==> config.mk <==
export PLATFORM = sky130hd
export DESIGN_NAME = mdu_divider_flat
export DESIGN_NICKNAME = d
export VERILOG_FILES = /design/src/rtl/mdu_divider_if.sv /design/src/rtl/mdu_divider.sv /design/src/flat_wrapper.sv
export SDC_FILE = /design/constraint.sdc
export NUM_CORES = 1
export LEC_CHECK = 0
export CORE_MARGIN = 2
export CORE_UTILIZATION = 57
export DETAILED_ROUTE_END_ITERATION = 8
export PLACE_DENSITY = 0.81
export SLEW_MARGIN = 20
export SYNTH_ARGS = -nofsm -noshare
export SYNTH_HDL_FRONTEND = slang
export SYNTH_SLANG_ARGS = --single-unit
export TNS_END_PERCENT = 20
==> constraint.sdc <==
create_clock -name clk -period 4.2 [get_ports clk]
set_input_delay 0.84 -clock clk [delete_from_list [all_inputs] [get_ports clk]]
set_output_delay 0.84 -clock clk [all_outputs]
set_load 0.05 [all_outputs]
==> src/rtl/mdu_divider_if.sv <==
// Handshake bundle between the EX-stage control logic and the sequential divider.
// Requests flow master -> slave; status and results flow back.
interface mdu_divider_if;
    logic        start;
    logic        is_signed;
    logic [31:0] dividend;
    logic [31:0] divisor;
    logic        flush;
    logic        busy;
    logic        done;
    logic [31:0] hi_out;
    logic [31:0] lo_out;
    logic        div_by_zero;

    modport master (
        output start,
        output is_signed,
        output dividend,
        output divisor,
        output flush,
        input  busy,
        input  done,
        input  hi_out,
        input  lo_out,
        input  div_by_zero
    );

    modport slave (
        input  start,
        input  is_signed,
        input  dividend,
        input  divisor,
        input  flush,
        output busy,
        output done,
        output hi_out,
        output lo_out,
        output div_by_zero
    );
endinterface

==> src/rtl/mdu_divider.sv <==
// Radix-2 restoring divider for DIV/DIVU: quotient to LO, remainder to HI.
// 32 iteration cycles plus one sign-fixup cycle per operation.
module mdu_divider (
    input  logic          clk,
    input  logic          rst_n,
    mdu_divider_if.slave  bus
);

    typedef enum logic [1:0] {
        S_IDLE,
        S_CALC,
        S_FIXUP
    } state_t;

    state_t      state_q, state_d;
    logic [32:0] rem_q, rem_d;
    logic [31:0] quo_q, quo_d;
    logic [31:0] dvs_q, dvs_d;
    logic [5:0]  cnt_q, cnt_d;
    logic        q_neg_q, q_neg_d;
    logic        r_neg_q, r_neg_d;
    logic [31:0] hi_q, hi_d;
    logic [31:0] lo_q, lo_d;
    logic        done_q, done_d;
    logic        dbz_q, dbz_d;

    logic [31:0] a_mag;
    logic [31:0] b_mag;
    logic        a_neg;
    logic        b_neg;
    logic [33:0] diff;

    assign a_neg = bus.is_signed & bus.dividend[31];
    assign b_neg = bus.is_signed & bus.divisor[31];
    assign a_mag = a_neg ? (~bus.dividend + 32'd1) : bus.dividend;
    assign b_mag = b_neg ? (~bus.divisor + 32'd1) : bus.divisor;

    // rem stays below the divisor, so bit 33 of the trial acts as the sign
    assign diff = {rem_q, quo_q[31]} - {2'b00, dvs_q};

    always_comb begin
        state_d = state_q;
        rem_d   = rem_q;
        quo_d   = quo_q;
        dvs_d   = dvs_q;
        cnt_d   = cnt_q;
        q_neg_d = q_neg_q;
        r_neg_d = r_neg_q;
        hi_d    = hi_q;
        lo_d    = lo_q;
        done_d  = 1'b0;
        dbz_d   = dbz_q;

        unique case (state_q)
            S_IDLE: begin
                if (bus.start && !bus.flush) begin
                    quo_d   = a_mag;
                    dvs_d   = b_mag;
                    q_neg_d = a_neg ^ b_neg;
                    r_neg_d = a_neg;
                    rem_d   = 33'd0;
                    cnt_d   = 6'd0;
                    state_d = S_CALC;
                end
            end

            S_CALC: begin
                if (bus.flush) begin
                    state_d = S_IDLE;
                end else begin
                    if (!diff[33]) begin
                        rem_d = diff[32:0];
                        quo_d = {quo_q[30:0], 1'b1};
                    end else begin
                        rem_d = {rem_q[31:0], quo_q[31]};
                        quo_d = {quo_q[30:0], 1'b0};
                    end
                    cnt_d = cnt_q + 6'd1;
                    if (cnt_q == 6'd31) begin
                        state_d = S_FIXUP;
                    end
                end
            end

            S_FIXUP: begin
                state_d = S_IDLE;
                if (!bus.flush) begin
                    lo_d   = q_neg_q ? (~quo_q + 32'd1) : quo_q;
                    hi_d   = r_neg_q ? (~rem_q[31:0] + 32'd1) : rem_q[31:0];
                    done_d = 1'b1;
                    dbz_d  = (dvs_q == 32'd0);
                end
            end

            default: begin
                state_d = S_IDLE;
            end
        endcase
    end

    always_ff @(posedge clk) begin
        if (!rst_n) begin
            state_q <= S_IDLE;
            rem_q   <= 33'd0;
            quo_q   <= 32'd0;
            dvs_q   <= 32'd0;
            cnt_q   <= 6'd0;
            q_neg_q <= 1'b0;
            r_neg_q <= 1'b0;
            hi_q    <= 32'd0;
            lo_q    <= 32'd0;
            done_q  <= 1'b0;
            dbz_q   <= 1'b0;
        end else begin
            state_q <= state_d;
            rem_q   <= rem_d;
            quo_q   <= quo_d;
            dvs_q   <= dvs_d;
            cnt_q   <= cnt_d;
            q_neg_q <= q_neg_d;
            r_neg_q <= r_neg_d;
            hi_q    <= hi_d;
            lo_q    <= lo_d;
            done_q  <= done_d;
            dbz_q   <= dbz_d;
        end
    end

    assign bus.busy        = (state_q != S_IDLE);
    assign bus.done        = done_q;
    assign bus.hi_out      = hi_q;
    assign bus.lo_out      = lo_q;
    assign bus.div_by_zero = dbz_q;

endmodule

==> src/flat_wrapper.sv <==
// flat-port wrapper written by rule: the top's interface ports become plain ports
module mdu_divider_flat 
  (clk, rst_n, bus_start, bus_is_signed, bus_dividend, bus_divisor, bus_flush, bus_busy, bus_done, bus_hi_out, bus_lo_out, bus_div_by_zero);
  mdu_divider_if bus_i ();
  input  logic clk;
  input  logic rst_n;
  input wire logic [$bits(bus_i.start)-1:0] bus_start;
  input wire logic [$bits(bus_i.is_signed)-1:0] bus_is_signed;
  input wire logic [$bits(bus_i.dividend)-1:0] bus_dividend;
  input wire logic [$bits(bus_i.divisor)-1:0] bus_divisor;
  input wire logic [$bits(bus_i.flush)-1:0] bus_flush;
  output wire logic [$bits(bus_i.busy)-1:0] bus_busy;
  output wire logic [$bits(bus_i.done)-1:0] bus_done;
  output wire logic [$bits(bus_i.hi_out)-1:0] bus_hi_out;
  output wire logic [$bits(bus_i.lo_out)-1:0] bus_lo_out;
  output wire logic [$bits(bus_i.div_by_zero)-1:0] bus_div_by_zero;
  assign bus_i.start = bus_start;
  assign bus_i.is_signed = bus_is_signed;
  assign bus_i.dividend = bus_dividend;
  assign bus_i.divisor = bus_divisor;
  assign bus_i.flush = bus_flush;
  assign bus_busy = bus_i.busy;
  assign bus_done = bus_i.done;
  assign bus_hi_out = bus_i.hi_out;
  assign bus_lo_out = bus_i.lo_out;
  assign bus_div_by_zero = bus_i.div_by_zero;
  mdu_divider u_core (.clk(clk), .rst_n(rst_n), .bus(bus_i));
endmodule
# Word-level counts from Yosys, hierarchy flattened
# Index checks and enable logic that the tools add are counted.
word_totals:
  ff_bits: 173
  in_bits: 69
  output_inout_bits: 67
  wordCells: 62
classes:
  add_sub_neg: 6
  n_eq_ne: 6
  n_mux: 20
  bitwise_logic: 8
  n_reduce_logical: 11
op_table:
  columns: ["cell", "count"]
  rows:
  - ["$mux 32", 6]
  - ["$add 32x1->32 const B", 4]
  - ["$not 32->32", 4]
  - ["$mux 33", 3]
  - ["$pmux 33 s2", 1]
  - ["$pmux 32 s2", 1]
  - ["$sub 34x32->34", 1]
  - ["$logic_not 32->1", 1]
  - ["$mux 6", 2]
  - ["$pmux 6 s2", 1]
  - ["$reduce_and 2->1", 4]
  - ["$add 6x1->6 const B", 1]
  - ["$eq 6x5->1 const B", 1]
  - ["$mux 2", 3]
  - ["$pmux 2 s2", 1]
  - ["$reduce_bool 2->1", 2]
  - ["$ne 3x2->1 const B", 1]
  - ["$reduce_and 3->1", 1]
  - ["$and 1x1->1", 2]
  - ["$eq 2x1->1 const B", 1]
  - ["$eq 2x2->1 const B", 1]
  - ["$logic_not 2->1", 1]
  - ["$mux 1", 2]
  - ["$ne 2x1->1 const B", 1]
  - ["5 further kinds", 5]

# Longest topological paths before layout
# Gate-level depths: netlist of the first run.
depth:
  word_depth: 5
  ltp_mapped: 13
  mapped_depth_nobuf: 13

# Worst setup path before layout of the first run
# Ideal clock, no wire load.
synth_timing:
  path_type: "reg-to-reg"
  from: "register u_core.quo_q[31]"
  to: "register u_core.rem_q[30]"
  setup_ns: 0.074
  arrival_time_ns: 3.466
  required_ns: 4.126
  setup_slack_ns: 0.660
  path_stages_with_launch: 14
  path_buffers: 0
  period_less_slack_ns: 3.540
  path_cell_list: "dfxtp_1 -> inv_1 -> ha_1 -> inv_1 -> fa_1 -> a21oi_1 -> o21ai_0 -> a211oi_1 -> o21ai_0 -> a2111oi_0 -> nor2_1 -> or4b_2 -> a31o_2 -> o21ai_0"
synth_via:
  elab_chain_cells: 4
synth_rtl:
  columns: ["element", "line_no", "rtl"]
  rows:
  - ["start, declared", "mdu_divider.sv:17", "logic [31:0] quo_q, quo_d;"]
  - ["start signal, assigned", "mdu_divider.sv:117", "quo_q <= quo_d;"]
  - ["$sub 34x32->34", "mdu_divider.sv:39", "assign diff = {rem_q, quo_q[31]} - {2'b00, dvs_q};"]
  - ["$mux 33", "mdu_divider.sv:71", "if (!diff[33]) begin"]
  - ["$mux 33", "mdu_divider.sv:68", "if (bus.flush) begin"]
  - ["$pmux 33 s2", "mdu_divider.sv:54", "unique case (state_q)"]
  - ["end signal, assigned", "mdu_divider.sv:116", "rem_q <= rem_d;"]
  - ["end, declared", "mdu_divider.sv:16", "logic [32:0] rem_q, rem_d;"]
# No other way between the ends. The select of a mux whose other input is x is not followed.
# A chain may end at the register's enable or synchronous reset.

# Final worst setup path of the first run
# Same ends and word-level chain as after synthesis.

==> summary.txt, run 1 <==
CTS
  • Total CTS buffers: 17
  • Post-CTS Hold Fix Bufs: 0
  • Clk buf depth: 2
  • Setup repair bufs after CTS: 0
  • Worst-Skew Late Latency: 0.43 ns
  • CTS H-tree depth: 4
  • TritonCTS clock tree: built
  • # clock sinks: around 170
  • CTS root buf: clkbuf_16
  • Worst-path clk slew: approximately 0.070 ns
  • Post-CTS sizing: 0

Final layout
  • Register area: ~3500 um^2
  • Area grow syn2layout: 19.7%
  • Nets: approximately 1.6k
  • Final instance area: approximately 13000 um^2
  • Non-filler instance count after layout: 1772
  • Diode count: 0
  • Ratio of cells with drive above 1 in the final layout: approximately 5.2%
  • Footprint of the multi-input gates: 7210 um^2
  • Fill cells: ~1.6k

Routing
  • Routed WL: ~30000 um
  • Initial DRC Count: 772
  • Drc violations: 0
  • Routed via count: ~11k
  • DR vias/cell: between 5 and 6
  • Detail Route Antenna Nets: 0
  • DR pass1 iterations: 6
  • Avg WL per Cell: about 17 um

Worst setup path
  • Crit path buf inv count: 3
  • CP max FO: 2
  • Worst r2r src: u_core.quo_q[31]$_SDFFE_PN0P_
  • CP Cell Sequence: inv_1 -> ha_1 -> inv_1 -> fa_1 -> a21oi_1 -> o21ai_0 -> a211oi_1 -> o21ai_0 -> a2111oi_0 -> buf_4 -> nor2_1 -> or4b_2 -> a31o_2 -> o21ai_0
  • Worst EP arrival: just over 4 ns
  • Crit-path leading delay family: compound AO/OA/AOI/OAI gates
  • First element of the critical path: u_core.quo_q[31]$_SDFFE_PN0P_
  • R2R Path End: u_core.rem_q[30]$_SDFFE_PN0P_
  • CP max stage cell: or4b_2
  • CP required: roughly 4.6 ns
  • CP startpoint kind: flip-flop
  • Reg2reg path depth: 14
  • CP endpoint kind: flip-flop
  • CP peak stage delay: about 0.64 ns
  • Worst R2R Setup Slack: around 0.44 ns
  • Most used cell, CP: o21ai_0
  • Crit path kind: reg2reg

Timing
  • FMAX: 266 MHz
  • Worst hold slack: about 0.47 ns
  • Setup Skew: about 0.0086 ns
  • RSZ-0062 raised after global routing: no
  • Final Cycle Share: 89.4%
  • Worst Max-Slew Pin Slew: about 0.81 ns
  • Clock period minus worst slack: around 3.8 ns
  • Slew Viols, Final: 0
  • Slew HR: between 40% and 50%
  • Final Setup Violations: 0
  • Setup_tns: 0 ns
  • Final Hold Vio Count: 0

Global routing
  • Initial antenna violation count: 0
  • Overflow after GRT: 0
  • GRT Overall Usage: between 20 and 30%
  • Global-route wire length before repair: ~48000 um
  • Pin count of the biggest net entering global routing: approximately 120
  • Vias in the first global route: approximately 9.6k

Synth
  • Synth Cell Area: about 11000 um^2
  • YS warnings: 0
  • Synth unique cells: between 60 and 70
  • Predominant post-synthesis flop cell: dfxtp_1
  • Post-synth ARST share: 0%
  • Sequential fraction of the synthesis area: a little under a third
  • FF+latch count, synth: 173
  • Avg Inst Size Synth: 8.00 um^2
  • Mapped Nets: 1506
  • Post-Synthesis Cells: approximately 1.4k
  • Post-synth EDFFs: 0

Power
  • LEAKAGE: 0.00596 uW
  • Worst ir drop on vdd: 0.295 mV
  • NetSw: ~1200 uW
  • Switch share: between 20 and 30%
  • Flop pwr share: between 40 and 50%
  • Clk pwr share: approximately two fifths
  • Overall Power: roughly 4200 uW
  • Internal power: 2970 uW
  • Power Density: 312 nW/um^2
  • Comb pwr share: between 10% and 20%

Worst hold path
  • Hold Path Depth: 2
  • HP Start: u_core.bus.hi_out[25]$_SDFFE_PN0P_
  • Hold EP: u_core.bus.hi_out[25]$_SDFFE_PN0P_
  • Min-delay worst type: reg2reg

Run status
  • Status: complete, no violations

Run
  • Max Cap Violations: 0

Floorplanning
  • Die area: a little over 20000 um^2
  • Core area: between 15000 and 20000 um^2
  • # rows: 51
  • DIE WIDTH: 144 um
  • Starting Density: between 50% and 60%
  • I/O pin count: 136
  • Vert. Die Dim: approximately 140 um

Placement
  • IO buf count: about 140
  • GPL Wtd Cong: between 0.9 and 1
  • Area post-placement: between 10000 and 15000 um^2
  • Placed cells: roughly 1.7k
  • Post-DP HPWL: 21800 um
## sequential cells by signal (all words and copies together) (netlist names)
name	flops
u_core.bus.lo_out	32
u_core.bus.div_by_zero	1
u_core.quo_q	32
u_core.bus.done	1
u_core.dvs_q	32
u_core.state_q	2
u_core.rem_q	33
u_core.bus.hi_out	32
u_core.q_neg_q	1
u_core.cnt_q	6
u_core.r_neg_q	1
## metal layers
metal / wire length [um] / global-route usage (%) / vias to the layer above / share of wire (%)
met3: 2320 / 4.80 / 36 / 7.8
met4: 374 / 6.97 / 0 / 1.3
met2: 12300 / 41.9 / 381 / 42
li1: - / - / 5219 / -
met1: 14600 / 43.8 / 4886 / 49
met5: 0 / 0 / - / 0
## worst max-delay path by stage
| stage | to | slack, ns | cells after the start |
|---|---|---|---|
| after floorplan | u_core.rem_q[30]$_SDFFE_PN0P_ | 0.66 | 13 |
| after global placement | u_core.dvs_q[29]$_SDFFE_PN0P_ | 0.23 | 10 |
| after detailed placement | u_core.dvs_q[29]$_SDFFE_PN0P_ | 0.17 | 10 |
| after CTS | u_core.rem_q[30]$_SDFFE_PN0P_ | 0.42 | 14 |
| after global routing | u_core.rem_q[30]$_SDFFE_PN0P_ | 0.21 | 14 |
| final | u_core.rem_q[30]$_SDFFE_PN0P_ | 0.44 | 14 |
## final cells by class
class | count | share of cell area (%)
flip-flops and latches | 173 | 25.8
repair buffers | 161 | 11.6
clock inverters | 13 | 1.34
well taps | 265 | 2.47
multi-input cells | 1081 | 53.8
inverters | 60 | 1.68
clock buffers | 19 | 3.23
## cells by family (layout without fill, tap and decap cells)
group | after synthesis | in the layout | synth area share, %
XOR/XNOR | 141 | 141 | 11.1
multiplexers | 24 | 24 | 2.15
adder cells (fa/ha/maj) | 38 | 38 | 4.32
AND/OR/NAND/NOR | 467 | 467 | 20.3
flip-flops | 173 | 173 | 30.9
buffers and inverters | 145 | 253 | 4.92
AO/OA/AOI/OAI | 411 | 411 | 26.3
## synthesized netlist by cell type (all sizes together), types with 15 or more instances
cell type	instances	area (um^2)
o21ai	86	430
or4	23	191
o41ai	18	165
dfxtp	173	3460
nor2	75	282
mux2i	24	240
xnor2	49	437
or3	19	130
a211oi	22	165
nor3	20	100
nor2b	33	206
clkbuf	77	289
o31ai	31	260
and2	23	144
ha	37	463
xor2	92	806
o211a	84	841
nand3	22	110
a21oi	88	440
a21boi	15	113
nand2	196	736
inv	60	225
## power by group through the flow
stage               clock network (uW)  registers (uW)  logic [uW]
finish                            1670            1760         751
detailed placement                   0            1790         737
CTS                               1690            1760         743
global placement                     0            1790         726
global route                      1750            1760         826
floorplan                            0            1770         523
## worst register-to-register path: stages, from the launching register on
cell and delay [ns]:
dfxtp_1 0.31, inv_1 0.11, ha_1 0.18, inv_1 0.05
fa_1 0.42, a21oi_1 0.19, o21ai_0 0.14, a211oi_1 0.34
o21ai_0 0.22, a2111oi_0 0.45, buf_4 0.19, nor2_1 0.05
or4b_2 0.64, a31o_2 0.25, o21ai_0 0.14
## stage by stage
stage                     util [%]  setup WS (ns)
final                         69.3          0.445
after floorplan                  -          0.660
after global routing          69.3          0.205
after CTS                     69.3          0.421
after detailed placement      66.1          0.175
after global placement        66.1          0.234
## cells in the final DEF (no fill, tap or decap), types with 15 or more instances in the layout
cell / synthesis / routed
nand2_1: 196 / 196
dfxtp_1: 173 / 173
clkdlybuf4s50_1: 0 / 134
xor2_1: 92 / 92
a21oi_1: 88 / 88
o21ai_0: 85 / 85
o211a_1: 84 / 84
nor2_1: 75 / 74
inv_1: 60 / 60
xnor2_1: 48 / 48
ha_1: 37 / 37
nor2b_1: 33 / 33
o31ai_1: 29 / 29
buf_4: 0 / 25
mux2i_1: 24 / 24
nand3_1: 22 / 22
a211oi_1: 22 / 22
and2_1: 22 / 21
nor3_1: 20 / 20
or4_1: 18 / 18
o41ai_1: 17 / 17
clkbuf_16: 0 / 17
or3_1: 16 / 16
a21boi_0: 15 / 15
Note: power is estimated with default switching activity, not from simulation.
==> run 2: changes to the inputs <==
--- a/config.mk
+++ b/config.mk
@@ -6,9 +6,10 @@
 export NUM_CORES = 1
 export LEC_CHECK = 0
 export CORE_MARGIN = 2
-export CORE_UTILIZATION = 57
+export CORE_UTILIZATION = 64
 export DETAILED_ROUTE_END_ITERATION = 8
-export PLACE_DENSITY = 0.81
+export DONT_BUFFER_PORTS = 1
+export PLACE_DENSITY = 0.8
 export SLEW_MARGIN = 20
 export SYNTH_ARGS = -nofsm -noshare
 export SYNTH_HDL_FRONTEND = slang
==> summary.txt, run 2 (synthesized netlist as in run 1, its figures left out) <==
Routing
  • Routed via count: 9972 (-5.2%)
  • Drc violations: 0 (unchanged)
  • Detail Route Antenna Nets: 0 (unchanged)
  • Initial DRC Count: 861 (+12%)
  • Avg WL per Cell: 17.6 um (+5.6%)
  • DR vias/cell: 6.29 (+5.9%)
  • DR pass1 iterations: 6 (unchanged)
  • Routed WL: 28000 um (-5.5%)

Power
  • Internal power: 2840 uW (-4.4%)
  • LEAKAGE: 0.00540 uW (-9.4%)
  • Power Density: 334 nW/um^2 (+6.9%)
  • Overall Power: 3970 uW (-5.1%)
  • NetSw: 1130 uW (-6.7%)
  • Switch share: 28.4% (-0.50 points)
  • Worst ir drop on vdd: 0.295 mV (about the same)
  • Flop pwr share: 44.2% (+2.1 points)
  • Comb pwr share: 16.0% (-2.0 points)
  • Clk pwr share: 39.8% (about the same)

Final layout
  • Area grow syn2layout: 6.29%
  • Reg with most FFs: u_core.rem_q
  • Number of flip-flops in the largest register: 33 (unchanged)
  • Ratio of cells with drive above 1 in the final layout: 5.07% (-0.11 points)
  • Most frequent cells in the layout: nand2_1 (196), dfxtp_1 (173), xor2_1 (92)
  • Post-layout util: 69.3% (about the same)
  • Leading cell type in the layout, fill and taps excluded: nand2_1
  • Diode count: 0 (unchanged)
  • Nets: 1456 (-9.1%)
  • Fill cells: 1505 (-6.3%)

Global routing
  • Overflow after GRT: 0 (unchanged)
  • Pin count of the biggest net entering global routing: 140 (+20%)
  • Global-route wire length before repair: 44800 um (-6.7%)
  • Vias in the first global route: 8887 (-7.3%)
  • Initial antenna violation count: 0 (unchanged)
  • GRT Overall Usage: 30.0% (+1.3 points)

Worst setup path
  • Reg2reg path depth: 13 (-1)
  • Crit path buf inv count: 2 (-1)
  • Crit-path leading delay family: compound AO/OA/AOI/OAI gates
  • CP required: 4.57 ns (about the same)
  • Most used cell, CP: o21ai_0
  • Worst r2r src: u_core.quo_q[31]$_SDFFE_PN0P_
  • Worst R2R Setup Slack: 0.27 ns (-0.17 ns)
  • CP Cell Sequence: inv_1 -> ha_1 -> inv_1 -> fa_1 -> a21oi_1 -> o21ai_0 -> a211oi_1 -> o21ai_0 -> a2111oi_0 -> nor2_1 -> or4b_2 -> a31o_2 -> o21ai_0
  • CP max stage cell: a2111oi_0
  • Worst EP arrival: 4.29 ns (+0.18 ns)
  • Crit path kind: reg2reg
  • CP max FO: 3 (+1)
  • CP peak stage delay: 0.71 ns (+0.07 ns)
  • CP startpoint kind: flip-flop
  • CP endpoint kind: flip-flop
  • R2R Path End: u_core.rem_q[30]$_SDFFE_PN0P_

Timing
  • Clock period minus worst slack: 3.93 ns (+0.173 ns)
  • Final Setup Violations: 0 (unchanged)
  • Setup_tns: 0 ns (unchanged)
  • RSZ-0062 raised after global routing: no
  • Worst Max-Slew Pin Slew: 0.758 ns (-0.0471 ns)
  • FMAX: 255 MHz (-4.4%)
  • Final Hold Vio Count: 0 (unchanged)
  • Slew HR: 48.1% (+1.8 points)
  • Setup Skew: 0.00983 ns (+0.00120 ns)
  • Final Cycle Share: 93.5% (+4.1 points)
  • Slew Viols, Final: 0 (unchanged)

CTS
  • Worst-path clk slew: 0.07 ns (about the same)
  • Total CTS buffers: 17 (unchanged)
  • CTS root buf: clkbuf_16
  • Clk buf depth: 2 (unchanged)
  • Post-CTS Hold Fix Bufs: 0 (unchanged)
  • Worst-Skew Late Latency: 0.44 ns (about the same)
  • Post-CTS sizing: 0 (unchanged)
  • # clock sinks: 173 (unchanged)
  • CTS H-tree depth: 4 (unchanged)
  • Setup repair bufs after CTS: 0 (unchanged)
  • TritonCTS clock tree: built

Run status
  • Status: complete, no violations

Floorplanning
  • Core area: 17200 um^2 (-11%)
  • Starting Density: 65.2% (+7.3 points)
  • Vert. Die Dim: 136 um (-5.5%)
  • DIE WIDTH: 136 um (-5.5%)
  • Die area: 18600 um^2 (-11%)
  • I/O pin count: 136 (unchanged)
  • # rows: 48 (-5.9%)

Placement
  • Post-DP HPWL: 20500 um (-5.7%)
  • IO buf count: 0 (-100%)
  • GPL Wtd Cong: 0.966 (+3.9%)

Worst hold path
  • HP Start: u_core.cnt_q[1]$_SDFFE_PN0P_
  • Min-delay worst type: reg2reg
  • Hold EP: u_core.cnt_q[1]$_SDFFE_PN0P_
  • Hold Path Depth: 2 (unchanged)

Run
  • Max Cap Violations: 0 (unchanged)
[run 2: cell types whose count changed in the layout (fill, tap and decap cells not counted)]
cell,before,now
buf_4,25,15
buf_6,1,0
bufinv_16,3,2
clkbuf_1,2,0
clkdlybuf4s50_1,134,0
clkinv_4,1,4
clkinvlp_4,2,3
inv_8,3,1
nand2b_1,10,9
nand2b_2,0,1
[run 2: worst min-delay path, cell delays in order, from the launching register on]
cell and delay, ns:
dfxtp_1 0.32, nand2_1 0.05, a21boi_0 0.06
[run 2: cell type report]
class                      instances  area, um^2  area share (%)
multi-input combinational       1081        7210            60.6
sequential                       173        3460            29.1
clock buffer                      17         425            3.58
tap                              225         282            2.37
inverter                          60         225            1.89
clock inverter                    14         160            1.35
timing repair buffer              16         133            1.11
[run 2: worst max-delay path by stage]
stage / startpoint / to / slack [ns] / cells after the start
after floorplan: u_core.quo_q[31]$_SDFFE_PN0P_ / u_core.rem_q[30]$_SDFFE_PN0P_ / 0.66 / 13
after global placement: u_core.quo_q[31]$_SDFFE_PN0P_ / u_core.rem_q[30]$_SDFFE_PN0P_ / 0.43 / 13
after detailed placement: u_core.quo_q[31]$_SDFFE_PN0P_ / u_core.rem_q[30]$_SDFFE_PN0P_ / 0.30 / 13
after CTS: u_core.quo_q[31]$_SDFFE_PN0P_ / u_core.rem_q[30]$_SDFFE_PN0P_ / 0.26 / 13
after global routing: u_core.quo_q[31]$_SDFFE_PN0P_ / u_core.rem_q[30]$_SDFFE_PN0P_ / 0.01 / 13
final: u_core.quo_q[31]$_SDFFE_PN0P_ / u_core.rem_q[30]$_SDFFE_PN0P_ / 0.27 / 13
[run 2: power groups by stage]
stage                     combinational, uW  clock (uW)  sequential [uW]
after global routing                    705        1660             1760
final                                   636        1580             1750
after global placement                  618           0             1780
after detailed placement                625           0             1790
after floorplan                         523           0             1770
after CTS                               630        1590             1750
[run 2: routing by layer]
metal / vias up / wire (um) / global-route usage [%]
met5: - / 0 / 0
met2: 373 / 11700 / 43.0
li1: 4935 / - / -
met3: 41 / 2550 / 7.42
met1: 4623 / 13300 / 44.7
met4: 0 / 427 / 7.58
[run 2: per-stage QoR]
stage	cell area [um^2]	instances	hold slack (ns)	setup slack, ns
floorplan	11200	1399	0.436	0.660
global route	11900	1586	0.515	0.00994
detailed placement	11300	1555	0.479	0.299
CTS	11900	1586	0.486	0.261
finish	11900	1586	0.481	0.272
global placement	11300	1555	0.465	0.428
==> run 3: changes to the inputs <==
--- a/config.mk
+++ b/config.mk
@@ -5,7 +5,6 @@
 export SDC_FILE = /design/constraint.sdc
 export NUM_CORES = 1
 export LEC_CHECK = 0
-export CORE_MARGIN = 2
 export CORE_UTILIZATION = 64
 export DETAILED_ROUTE_END_ITERATION = 8
 export DONT_BUFFER_PORTS = 1
==> summary.txt, run 3 (synthesized netlist as in run 1, its figures left out) <==
Power
  • Power Density: 337 nW/um^2 (+0.86%)
  • Flop pwr share: 43.9% (-0.3 points)
  • Worst ir drop on vdd: 0.290 mV (-1.5%)
  • Comb pwr share: 16.0% (about the same)
  • LEAKAGE: 0.00543 uW (+0.55%)
  • Internal power: 2870 uW (+0.82%)
  • NetSw: 1150 uW (+1.8%)
  • Overall Power: 4010 uW (+1.1%)
  • Switch share: 28.6% (+0.20 points)
  • Clk pwr share: 40.1% (+0.3 points)

CTS
  • # clock sinks: 173 (unchanged)
  • Post-CTS Hold Fix Bufs: 0 (unchanged)
  • Worst-path clk slew: 0.07 ns (about the same)
  • CTS H-tree depth: 4 (unchanged)
  • TritonCTS clock tree: built
  • Worst-Skew Late Latency: 0.44 ns (about the same)
  • CTS root buf: clkbuf_16
  • Total CTS buffers: 17 (unchanged)
  • Clk buf depth: 2 (unchanged)

Placement
  • Area post-placement: 11300 um^2 (+0.14%)
  • IO buf count: 0 (unchanged)
  • Pre-CTS WS: 0.380 ns (+0.0816 ns)
  • Post-DP HPWL: 20900 um (+2.0%)
  • GPL Wtd Cong: 1.02 (+5.2%)

Final layout
  • Most frequent cells in the layout: nand2_1 (196), dfxtp_1 (172), xor2_1 (92)
  • Ratio of cells with drive above 1 in the final layout: 5.35% (+0.28 points)
  • Final instance area: 11900 um^2 (+0.24%)
  • Fill cells: 1413 (-6.1%)
  • Number of flip-flops in the largest register: 33 (unchanged)
  • Area grow syn2layout: 6.55%
  • Diode count: 0 (unchanged)
  • Nets: 1459 (+0.21%)
  • Leading cell type in the layout, fill and taps excluded: nand2_1
  • Reg with most FFs: u_core.rem_q

Global routing
  • Global-route wire length before repair: 46400 um (+3.8%)
  • Vias in the first global route: 9205 (+3.6%)
  • Pin count of the biggest net entering global routing: 140 (unchanged)
  • GRT Overall Usage: 32.2% (+2.2 points)
  • Overflow after GRT: 0 (unchanged)
  • Initial antenna violation count: 0 (unchanged)

Floorplanning
  • Vert. Die Dim: 134 um (-1.5%)
  • I/O pin count: 136 (unchanged)
  • # rows: 47 (-2.1%)
  • Core area: 16800 um^2 (-2.1%)
  • Starting Density: 66.5% (+1.4 points)
  • Die area: 18000 um^2 (-2.9%)
  • DIE WIDTH: 134 um (-1.5%)

Timing
  • Final WS setup: 0.442 ns (+0.170 ns)
  • Slew HR: 39.7% (-8.4 points)
  • Setup Skew: 0.0129 ns (+0.00306 ns)
  • Clock period minus worst slack: 3.76 ns (-0.170 ns)
  • Final Hold Vio Count: 0 (unchanged)
  • Slew Viols, Final: 0 (unchanged)
  • RSZ-0062 raised after global routing: no
  • Final Setup Violations: 0 (unchanged)
  • FMAX: 266 MHz (+4.5%)
  • Final Cycle Share: 89.5% (-4.0 points)
  • Setup_tns: 0 ns (unchanged)
  • Worst Max-Slew Pin Slew: 0.905 ns (+0.146 ns)

Run status
  • Status: complete, no violations

Routing
  • Avg WL per Cell: 18.2 um (+3.1%)
  • DR vias/cell: 6.33 (+0.69%)
  • Initial DRC Count: 796 (-7.5%)
  • DR pass1 iterations: 6 (unchanged)
  • Detail Route Antenna Nets: 0 (unchanged)
  • Drc violations: 0 (unchanged)
  • Routed WL: 28800 um (+3.0%)
  • Routed via count: 10.0k (+0.62%)

Worst hold path
  • Min-delay worst type: reg2reg

Worst setup path
  • CP startpoint kind: flip-flop
  • CP max FO: 3 (unchanged)
  • CP required: 4.56 ns (about the same)
  • Crit path kind: reg2reg
  • Worst EP arrival: 4.12 ns (-0.17 ns)
  • CP endpoint kind: flip-flop

Run
  • Max Cap Violations: 0 (unchanged)
-- run 3: changes by cell type in the layout (fill, tap and decap cells not counted), sizes merged --
cell / change
buf: +3
clkbuf: +2
clkinvlp: -2
inv: +1
-- run 3: final cells by class --
cell class	instances	area, um^2	area share (%)
multi-input cells	1081	7210	60.5
flip-flops and latches	173	3460	29.1
clock inverters	13	153	1.28
well taps	220	275	2.31
clock buffers	19	443	3.71
inverters	60	225	1.89
repair buffers	19	155	1.30
-- run 3: path summary, 6_finish.rpt --
check,start,endpoint,slack (ns),depth (start not counted)
min,u_core.cnt_q[5]$_SDFFE_PN0P_,u_core.state_q[1]$_SDFFE_PN0P_,0.48,1
max,u_core.quo_q[31]$_SDFFE_PN0P_,u_core.rem_q[30]$_SDFFE_PN0P_,0.44,13
max reg2reg,u_core.quo_q[31]$_SDFFE_PN0P_,u_core.rem_q[30]$_SDFFE_PN0P_,0.44,13
min reg2reg,u_core.cnt_q[5]$_SDFFE_PN0P_,u_core.state_q[1]$_SDFFE_PN0P_,0.48,1
-- run 3: power groups by stage --
stage	Clock [uW]	Sequential (uW)	Combinational, uW
2_1_floorplan	0	1770	523
5_1_grt	1690	1770	714
3_5_place_dp	0	1790	628
4_1_cts	1620	1760	635
3_3_place_gp	0	1790	620
6_report	1610	1760	644
-- run 3: routing by layer --
metal  wire length (um)  vias to the layer above  GRT usage [%]
met4                240                        0           7.74
met1              13900                     4663           48.9
li1                   -                     4943              -
met5                  0                        -              0
met2              11800                      406           45.7
met3               2850                       22           6.84
-- run 3: worst max-delay path, stage by stage, from the launching register on --
cell       delay, ns
dfxtp_1         0.32
inv_1           0.14
ha_1            0.20
inv_1           0.05
fa_1            0.40
a21oi_1         0.19
o21ai_0         0.13
a211oi_1        0.35
o21ai_0         0.22
a2111oi_1       0.51
nor2_1          0.16
or4b_2          0.65
a31o_2          0.24
o21ai_0         0.12
-- run 3: what timing repair did --
action | in CTS | in global routing
setup buffers | 0 | 0
resized for setup | 0 | 1
setup endpoints to repair | 0 | 1
hold endpoints to repair | 0 | 0
-- run 3: metrics by stage --
step | instances | util (%) | hold WS, ns
floorplan | 1399 | - | 0.436
global placement | 1553 | 67.3 | 0.455
detailed placement | 1553 | 67.3 | 0.465
CTS | 1585 | 70.9 | 0.480
global route | 1585 | 70.9 | 0.489
finish | 1585 | 70.9 | 0.479
